[src/rtl/rf_pkg.sv]
// Shared types and widths for the register-file write-back path.
package rf_pkg;

  localparam int DATA_W = 16;
  localparam int ADDR_W = 4;
  localparam logic [ADDR_W-1:0] R15_ADDR = 4'd15;

  typedef enum logic {
    NORMAL = 1'b0,
    DRAIN  = 1'b1
  } wb_state_t;

  typedef struct packed {
    logic [ADDR_W-1:0] addr;
    logic [DATA_W-1:0] data;
  } wb_entry_t;

endpackage

[src/rtl/regfile_wb_arbiter_fifo.sv]
// Small synchronous FIFO holding FPU results until they win the write port.
module wb_fifo
  import rf_pkg::*;
#(
  parameter int FIFO_DEPTH = 2,
  localparam int PTR_W = $clog2(FIFO_DEPTH),
  localparam int CNT_W = $clog2(FIFO_DEPTH + 1)
) (
  input  logic             clk,
  input  logic             reset,
  input  logic             push_i,
  input  wb_entry_t        entry_i,
  input  logic             pop_i,
  output logic             full_o,
  output logic             empty_o,
  output logic [CNT_W-1:0] count_o,
  output wb_entry_t        head_o,
  output logic             head_dup_o
);

  wb_entry_t        mem_q [FIFO_DEPTH];
  logic [PTR_W-1:0] wr_ptr_q;
  logic [PTR_W-1:0] rd_ptr_q;
  logic [CNT_W-1:0] count_q;

  assign full_o  = (count_q == CNT_W'(FIFO_DEPTH));
  assign empty_o = (count_q == '0);
  assign count_o = count_q;
  assign head_o  = mem_q[rd_ptr_q];

  // Another queued entry behind the head targets the same register.
  always_comb begin
    head_dup_o = 1'b0;
    for (int k = 1; k < FIFO_DEPTH; k++) begin
      if ((CNT_W'(k) < count_q) &&
          (mem_q[rd_ptr_q + PTR_W'(k)].addr == mem_q[rd_ptr_q].addr))
        head_dup_o = 1'b1;
    end
  end

  always_ff @(posedge clk) begin
    if (reset) begin
      wr_ptr_q <= '0;
      rd_ptr_q <= '0;
      count_q  <= '0;
    end else begin
      if (push_i) wr_ptr_q <= wr_ptr_q + 1'b1;
      if (pop_i)  rd_ptr_q <= rd_ptr_q + 1'b1;
      count_q <= count_q + CNT_W'(push_i) - CNT_W'(pop_i);
    end
  end

  always_ff @(posedge clk) begin
    if (push_i) mem_q[wr_ptr_q] <= entry_i;
  end

endmodule

[src/rtl/regfile_wb_arbiter.sv]
// Arbitrates the single regfile write port between the ALU and buffered FPU results.
// state  | meaning
// NORMAL | ALU has priority, FIFO head pops when ALU idle
// DRAIN  | FIFO head pops every cycle, ALU held off
module regfile_wb_arbiter
  import rf_pkg::*;
#(
  parameter int FIFO_DEPTH = 2,
  parameter int STARVE_MAX = 4
) (
  input  logic                 clk,
  input  logic                 reset,
  input  logic                 alu_valid,
  output logic                 alu_ready,
  input  logic [ADDR_W-1:0]    alu_addr,
  input  logic [DATA_W-1:0]    alu_data,
  input  logic                 fpu_valid,
  output logic                 fpu_ready,
  input  logic [ADDR_W-1:0]    fpu_addr,
  input  logic [DATA_W-1:0]    fpu_data,
  input  logic                 fpu_issue,
  input  logic [ADDR_W-1:0]    fpu_issue_addr,
  output logic [2**ADDR_W-1:0] busy_mask,
  output logic                 rf_wr_en,
  output logic [ADDR_W-1:0]    rf_wr_addr,
  output logic [DATA_W-1:0]    rf_wr_data,
  output logic                 err_r15
);

  localparam int CNT_W = $clog2(FIFO_DEPTH + 1);
  localparam int STV_W = $clog2(STARVE_MAX + 1);
  localparam int NREG  = 2**ADDR_W;

  wb_state_t        state_q, state_d;
  logic [STV_W-1:0] starve_q, starve_d;
  logic [NREG-1:0]  busy_q, busy_d;
  logic             rf_wr_en_q;
  logic [ADDR_W-1:0] rf_wr_addr_q;
  logic [DATA_W-1:0] rf_wr_data_q;
  logic             err_r15_q;

  logic             fifo_full, fifo_empty, head_dup;
  logic [CNT_W-1:0] fifo_count, cnt_nxt;
  wb_entry_t        fifo_head, sel_entry;
  logic             alu_fire, pop, push, sel_valid, sel_r15;

  assign alu_ready = (state_q == NORMAL) && !busy_q[alu_addr];
  assign alu_fire  = alu_valid && alu_ready;
  assign pop       = !fifo_empty && ((state_q == DRAIN) || !alu_fire);
  assign fpu_ready = !fifo_full || pop;
  assign push      = fpu_valid && fpu_ready;

  assign sel_valid = alu_fire || pop;
  assign sel_entry = alu_fire ? wb_entry_t'{addr: alu_addr, data: alu_data} : fifo_head;
  assign sel_r15   = sel_valid && (sel_entry.addr == R15_ADDR);
  assign cnt_nxt   = fifo_count + CNT_W'(push) - CNT_W'(pop);

  wb_fifo #(.FIFO_DEPTH(FIFO_DEPTH)) u_fifo (
    .clk        (clk),
    .reset      (reset),
    .push_i     (push),
    .entry_i    (wb_entry_t'{addr: fpu_addr, data: fpu_data}),
    .pop_i      (pop),
    .full_o     (fifo_full),
    .empty_o    (fifo_empty),
    .count_o    (fifo_count),
    .head_o     (fifo_head),
    .head_dup_o (head_dup)
  );

  always_comb begin
    starve_d = starve_q;
    if (fifo_empty || pop)
      starve_d = '0;
    else if (alu_fire && (starve_q != STV_W'(STARVE_MAX)))
      starve_d = starve_q + 1'b1;
  end

  always_comb begin
    state_d = state_q;
    case (state_q)
      NORMAL: if ((cnt_nxt == CNT_W'(FIFO_DEPTH)) || (starve_d == STV_W'(STARVE_MAX)))
                state_d = DRAIN;
      DRAIN:  if (cnt_nxt == '0)
                state_d = NORMAL;
      default: state_d = NORMAL;
    endcase
  end

  // A pending write to the same register keeps the bit; issue set wins over clear.
  always_comb begin
    busy_d = busy_q;
    if (pop && !head_dup && !(push && (fpu_addr == fifo_head.addr)))
      busy_d[fifo_head.addr] = 1'b0;
    if (fpu_issue)
      busy_d[fpu_issue_addr] = 1'b1;
  end

  always_ff @(posedge clk) begin
    if (reset) begin
      state_q      <= NORMAL;
      starve_q     <= '0;
      busy_q       <= '0;
      rf_wr_en_q   <= 1'b0;
      rf_wr_addr_q <= '0;
      rf_wr_data_q <= '0;
      err_r15_q    <= 1'b0;
    end else begin
      state_q    <= state_d;
      starve_q   <= starve_d;
      busy_q     <= busy_d;
      rf_wr_en_q <= sel_valid && !sel_r15;
      if (sel_valid && !sel_r15) begin
        rf_wr_addr_q <= sel_entry.addr;
        rf_wr_data_q <= sel_entry.data;
      end
      if (sel_r15) err_r15_q <= 1'b1;
    end
  end

  assign busy_mask  = busy_q;
  assign rf_wr_en   = rf_wr_en_q;
  assign rf_wr_addr = rf_wr_addr_q;
  assign rf_wr_data = rf_wr_data_q;
  assign err_r15    = err_r15_q;

endmodule
[config.mk]
export PLATFORM = sky130hd
export DESIGN_NAME = regfile_wb_arbiter
export DESIGN_NICKNAME = d
export VERILOG_FILES = /design/src/rtl/rf_pkg.sv /design/src/rtl/regfile_wb_arbiter_fifo.sv /design/src/rtl/regfile_wb_arbiter.sv
export SDC_FILE = /design/constraint.sdc
export NUM_CORES = 1
export LEC_CHECK = 0
export BUFFER_PORTS_ARGS = -buffer_cell sky130_fd_sc_hd__buf_2
export CAP_MARGIN = 25
export CELL_PAD_IN_SITES_DETAIL_PLACEMENT = 0
export CELL_PAD_IN_SITES_GLOBAL_PLACEMENT = 1
export CORE_UTILIZATION = 45
export CTS_CLUSTER_SIZE = 24
export DETAILED_ROUTE_END_ITERATION = 10
export GPL_ROUTABILITY_DRIVEN = 0
export GPL_TIMING_DRIVEN = 0
export PLACE_DENSITY_LB_ADDON = 0.25
export SETUP_SLACK_MARGIN = 0.4
export SLEW_MARGIN = 10
export SYNTH_ARGS = -nofsm -noshare
export SYNTH_HDL_FRONTEND = slang
export SYNTH_SLANG_ARGS = --single-unit
[constraint.sdc]
create_clock -name clk -period 8.5 [get_ports clk]
set_clock_uncertainty 0.15 [all_clocks]
set_input_delay 1.7 -clock clk [delete_from_list [all_inputs] [get_ports clk]]
set_output_delay 1.7 -clock clk [all_outputs]
set_load 0.02 [all_outputs]
Yosys cells after proc, flatten, opt, wreduce, memory -nomap -nowiden --
Memory sizes are Yosys's and may differ from the RTL's. A register that Yosys moved wholly into a read port is not among the register bits. Cells that the tools add are included.
Storage, ports and cells: register bits 46, memory bits (writable) 40, bits of input ports 49, output and inout bits 40, word-level logic and storage cells 79, memories kept 1
Operators by class: add/subtract/negate cells 5, order comparisons 6, eq/ne operators 7, multiplexer cells 19, bitwise operators 4, reduce and logical (&&, ||, !) cells 27
Memory list:
- u_fifo.mem_q | words 2, width 20, read ports 2, clocked after memory_dff 1, wr ports 1, RTL line regfile_wb_arbiter_fifo.sv:21 | wb_entry_t mem_q [FIFO_DEPTH];
Operators with widths (number):
- 2-to-1 mux 16 bit | 2
- 2-to-1 mux 20 bit | 1
- AND 16 bit | 1
- inverter 16 bit | 1
- OR 16 bit | 1
- less-than comparator 4 x 5 -> 1 bit (second input constant) | 3
- logical AND 1 bit | 13
- 2-to-1 mux 1 bit | 10
- demux 1 bit (select 4 bit) | 2
- == test 4 bit | 2
- >= comparator 4 x 1 -> 1 bit (second input constant) | 2
- zero test 1 bit | 7
- 2-to-1 mux 3 bit | 2
- logical OR 1 bit | 5
- binary-select mux 1 bit (select 4 bit) | 1
- == test 2 bit (second input constant) | 2
- == test 4 bit (second input constant) | 1
- zero test 2 bit | 2
- adder 3 x 1 -> 3 bit (second input constant) | 1
- == test 3 bit (second input constant) | 1
- inequality test 3 bit (second input constant) | 1
- adder 1 bit (second input constant) | 2
- adder 2 x 1 -> 2 bit | 1
- less-than comparator 1 x 2 -> 1 bit (first input constant) | 1
- 3 further kinds | 3

Longest topological paths before layout --
depth after elaboration 16, mapped depth 14, gate-level depth less buffers 10

Hierarchy --
Synthesis repeated with hierarchy kept, for this count alone.
Second synthesis, totals: cell total of the unflattened synthesis 374, area, all modules 4105.2 sq um
Modules (own cells, without submodules):
- regfile_wb_arbiter | instances 1, cells an instance 283, area each 2391.0 sq um, seq. area each 840.8 sq um
- wb_fifo | instances 1, cells an instance 91, area each 1714.1 sq um, seq. area each 1301.2 sq um

Least setup slack after synthesis --
OpenSTA, ideal clock, no wires.
kind in2out, from in alu_addr[0], to out fpu_ready, data arrival time 3.448 ns, required time 6.650 ns, slack 3.202 ns, stages on the path 7, path buffers 3, path through buf_6 mux4_2 a22o_1 a211o_1 buf_6 buf_2 or3_1
On the way: longest elaborated chain between the ends 9
Ends and longest elaborated chain:
- from (decl) | RTL line regfile_wb_arbiter.sv:15 | input logic [ADDR_W-1:0] alu_addr,
- binary-select mux 1 bit (select 4 bit) | RTL line regfile_wb_arbiter.sv:47 | assign alu_ready = (state_q == NORMAL) && !busy_q[alu_addr];
- 2-to-1 mux 1 bit (not written as such) | RTL line regfile_wb_arbiter.sv:47
- zero test 1 bit | RTL line regfile_wb_arbiter.sv:47
- logical AND 1 bit | RTL line regfile_wb_arbiter.sv:47
- logical AND 1 bit | RTL line regfile_wb_arbiter.sv:48 | assign alu_fire = alu_valid && alu_ready;
- zero test 1 bit | RTL line regfile_wb_arbiter.sv:49 | assign pop = !fifo_empty && ((state_q == DRAIN) || !alu_fire);
- logical OR 1 bit | RTL line regfile_wb_arbiter.sv:49
- logical AND 1 bit | RTL line regfile_wb_arbiter.sv:49
- logical OR 1 bit | RTL line regfile_wb_arbiter.sv:50 | assign fpu_ready = !fifo_full || pop;
- to (decl) | RTL line regfile_wb_arbiter.sv:18 | output logic fpu_ready,
Every way passes these cells. The select of a mux whose other input is x is not followed.

Worst setup path after layout --
from in alu_addr[2], to out fpu_ready
Same word-level chain as after synthesis.

==> run summary <==
Critical Path Most Common Cell: buf_2
placed cells: 621
final hold vios: 0
drt wl/cell: 16.2 um
Required @ worst endpoint: 6.65 ns
antenna viol nets, final: 0
CP Class: input pin to primary output
final instance area: 0.00498 sq mm
height of the die: 98.7 um
Period Utilization, post-route: 65.9%
#FFs+latches synth: 87
RSZ-0062 raised after global routing: false
largest net degree at the start of global routing: 21
Final Slew Violations: 0
total gr overflow: 0
Initial Util: 47.3%
clock sinks: 87
Mapped Nets: 479
Final WS setup: 2.89 ns
Hold Crit Class: flip-flop to flip-flop
CTS tree: built
die area: 0.00973 sq mm
Area Growth Syn to Fin: 18.5%
clk slew on worst S/H paths: 0.09 ns
fraction of layout cells with a size suffix above 1: 22.5%
number of synthesized flops with an enable pin: 40
Max-slew headroom: 39.5%
Die Wd: 98.7 um
top-count cell post-synth: dfxtp_1
Tightest Pin Transition: 0.907 ns
post-synth top area cell: edfxtp_1
PortBufs: 85
min-delay src: rf_wr_addr[1]
Num CTS Buffers: 9
highest clock rate: 178 MHz
first-pass GRT wire length: 16700 um
Clock Latency Late Sink: 0.36 ns
Ports: 89
Routed WL: 10300 um
# diodes: 0
Global Route Usage Sum: 22.3%
Startpoint Class: input pin
Final #Nets: 576
Peak VDD IR: 0.000144 V
post-CTS setup buffers: 0
dpl ws: 2.91 ns
Site Rows: 34
vias: 3561
post-cts sizing count: 0
# setup viols final: 0
leak pwr: 0.00197 uW
commonest cells in the netlist: dfxtp_1 (47), nand2_1 (46), edfxtp_1 (40)
Clock Root Buffer: clkbuf_8
Seq/Total Area, Yosys: 51.0%
# DRC: 0
Synth top area share: 28.6%
crit path DAT: 3.76 ns
post-DP HPWL: 7790 um
total negative slack: 0 ns
CP Capture Type: primary output
Hold-fix buffers, CTS: 0
core region area: 0.00889 sq mm
initial antenna violation count: 0
max_cap viols: 0
status: complete, no violations
Pre-Repair DR Iteration Count: 7
vias per cell: 5.59
FFs w/ async S/R, synth: 0%
Layout fillers: 823
vias in the first global route: 3309
buffer levels on the longest clock path: 2
H-tree depth: 3
crit-path cells: clkbuf_1 > mux4_2 > a22o_1 > a211o_1 > buf_6 > buf_2 > or3_1 > buf_2
main flop type after synthesis: dfxtp_1
CP max-delay cell: mux4_2
area post-placement: 0.00478 sq mm
Final Total Pwr: 995 uW
Tmin final: 5.61 ns
DRT iter0 DRCs: 211
fin cells: 637
top cells by area, synth: edfxtp_1 (29%), dfxtp_1 (22%), mux2i_1 (6.2%)
Mapped Cells: 427
worst setup path startpoint: alu_addr[2]
synth unique cells: 44
Max FO, Critical Path: 10
pwr/cell area: 200 mW/mm^2
yosys warns: 0
Mapped Area: 0.00420 sq mm
Post-Syn Area per Cell: 9.85 sq um
launching point of the worst reg2reg path: busy_mask[5]
crit-path max cell delay: 0.39 ns
-- critical path: cells and delay by family --
kind | cells | cell delay, ns
AOI/OAI and AO/OA | 2 | 0.48
buffers and inverters | 4 | 0.85
muxes | 1 | 0.39
and+or+nand+nor | 1 | 0.32
-- cell type report --
cell class	instances	area [sq um]	area share [%]
Buffer	27	129	2.59
Timing Repair Buffer	86	440	8.84
Multi-Input combinational cell	302	1890	38.0
Sequential cell	87	2140	43.0
Inverter	11	41.3	0.829
Clock buffer	9	124	2.49
Tap cell	108	135	2.71
Clock inverter	7	75.1	1.51
-- logic make-up after synthesis --
family,share of synthesized area [%]
DFF,51.0
buffers and inverters,4.05
AOI/OAI and AO/OA,16.4
adders and majority gates,0.893
muxes,8.69
xor gates and xnor gates,1.88
and+or+nand+nor,17.2
-- where the power goes --
group / internal (uW) / leakage, uW / switching (uW) / total [uW]
Sequential: 472 / 0.000760 / 19.8 / 492
Combinational: 82.7 / 0.00111 / 136 / 219
Clock: 116 / 0.0000981 / 168 / 284
Total: 671 / 0.00197 / 324 / 995
-- metrics by stage --
stage          utilization [%]  hold slack, ns
6_report                  56.0           0.311
5_1_grt                   56.0           0.329
4_1_cts                   56.0           0.315
3_5_place_dp              53.8           0.303
3_3_place_gp              53.6           0.294
2_1_floorplan                -           0.328
-- worst paths after layout --
path	endpoint	slack, ns	depth (start not counted)
hold reg to reg	rf_wr_addr[1]	0.31	2
setup / recovery	fpu_ready	2.89	8
hold / removal	rf_wr_addr[1]	0.31	2
setup reg to reg	state_q	5.35	12
-- state kept, by name (all words and copies together) (netlist names), 2 cells and up, named ones only --
signal          cells
busy_mask          16
rf_wr_addr          4
rf_wr_data         16
starve_q            3
u_fifo.count_o      2
u_fifo.mem_q       40
-- metal layers --
| metal | vias to the layer above | global-route usage (%) | share of wire, % |
|---|---|---|---|
| li1 | 1758 | - | - |
| met1 | 1663 | 33.7 | 49 |
| met2 | 124 | 32.1 | 45 |
| met3 | 16 | 3.55 | 4.9 |
| met4 | 0 | 8.27 | 1.4 |
| met5 | - | 0 | 0 |
-- layout by cell type (no fill, tap or decap), drive strengths merged, types with 14 or more instances in the layout --
cell    Yosys  final
a21o       16     16
inv        11     14
a31oi      18     18
mux2i      26     26
edfxtp     40     40
nor2       36     36
buf         9     95
o211ai     16     16
o21ai      21     21
dfxtp      47     47
nand2      46     46
clkbuf     18     27
a21oi      20     20
nand3      25     25
No activity file was read; power rests on OpenSTA's default activity.
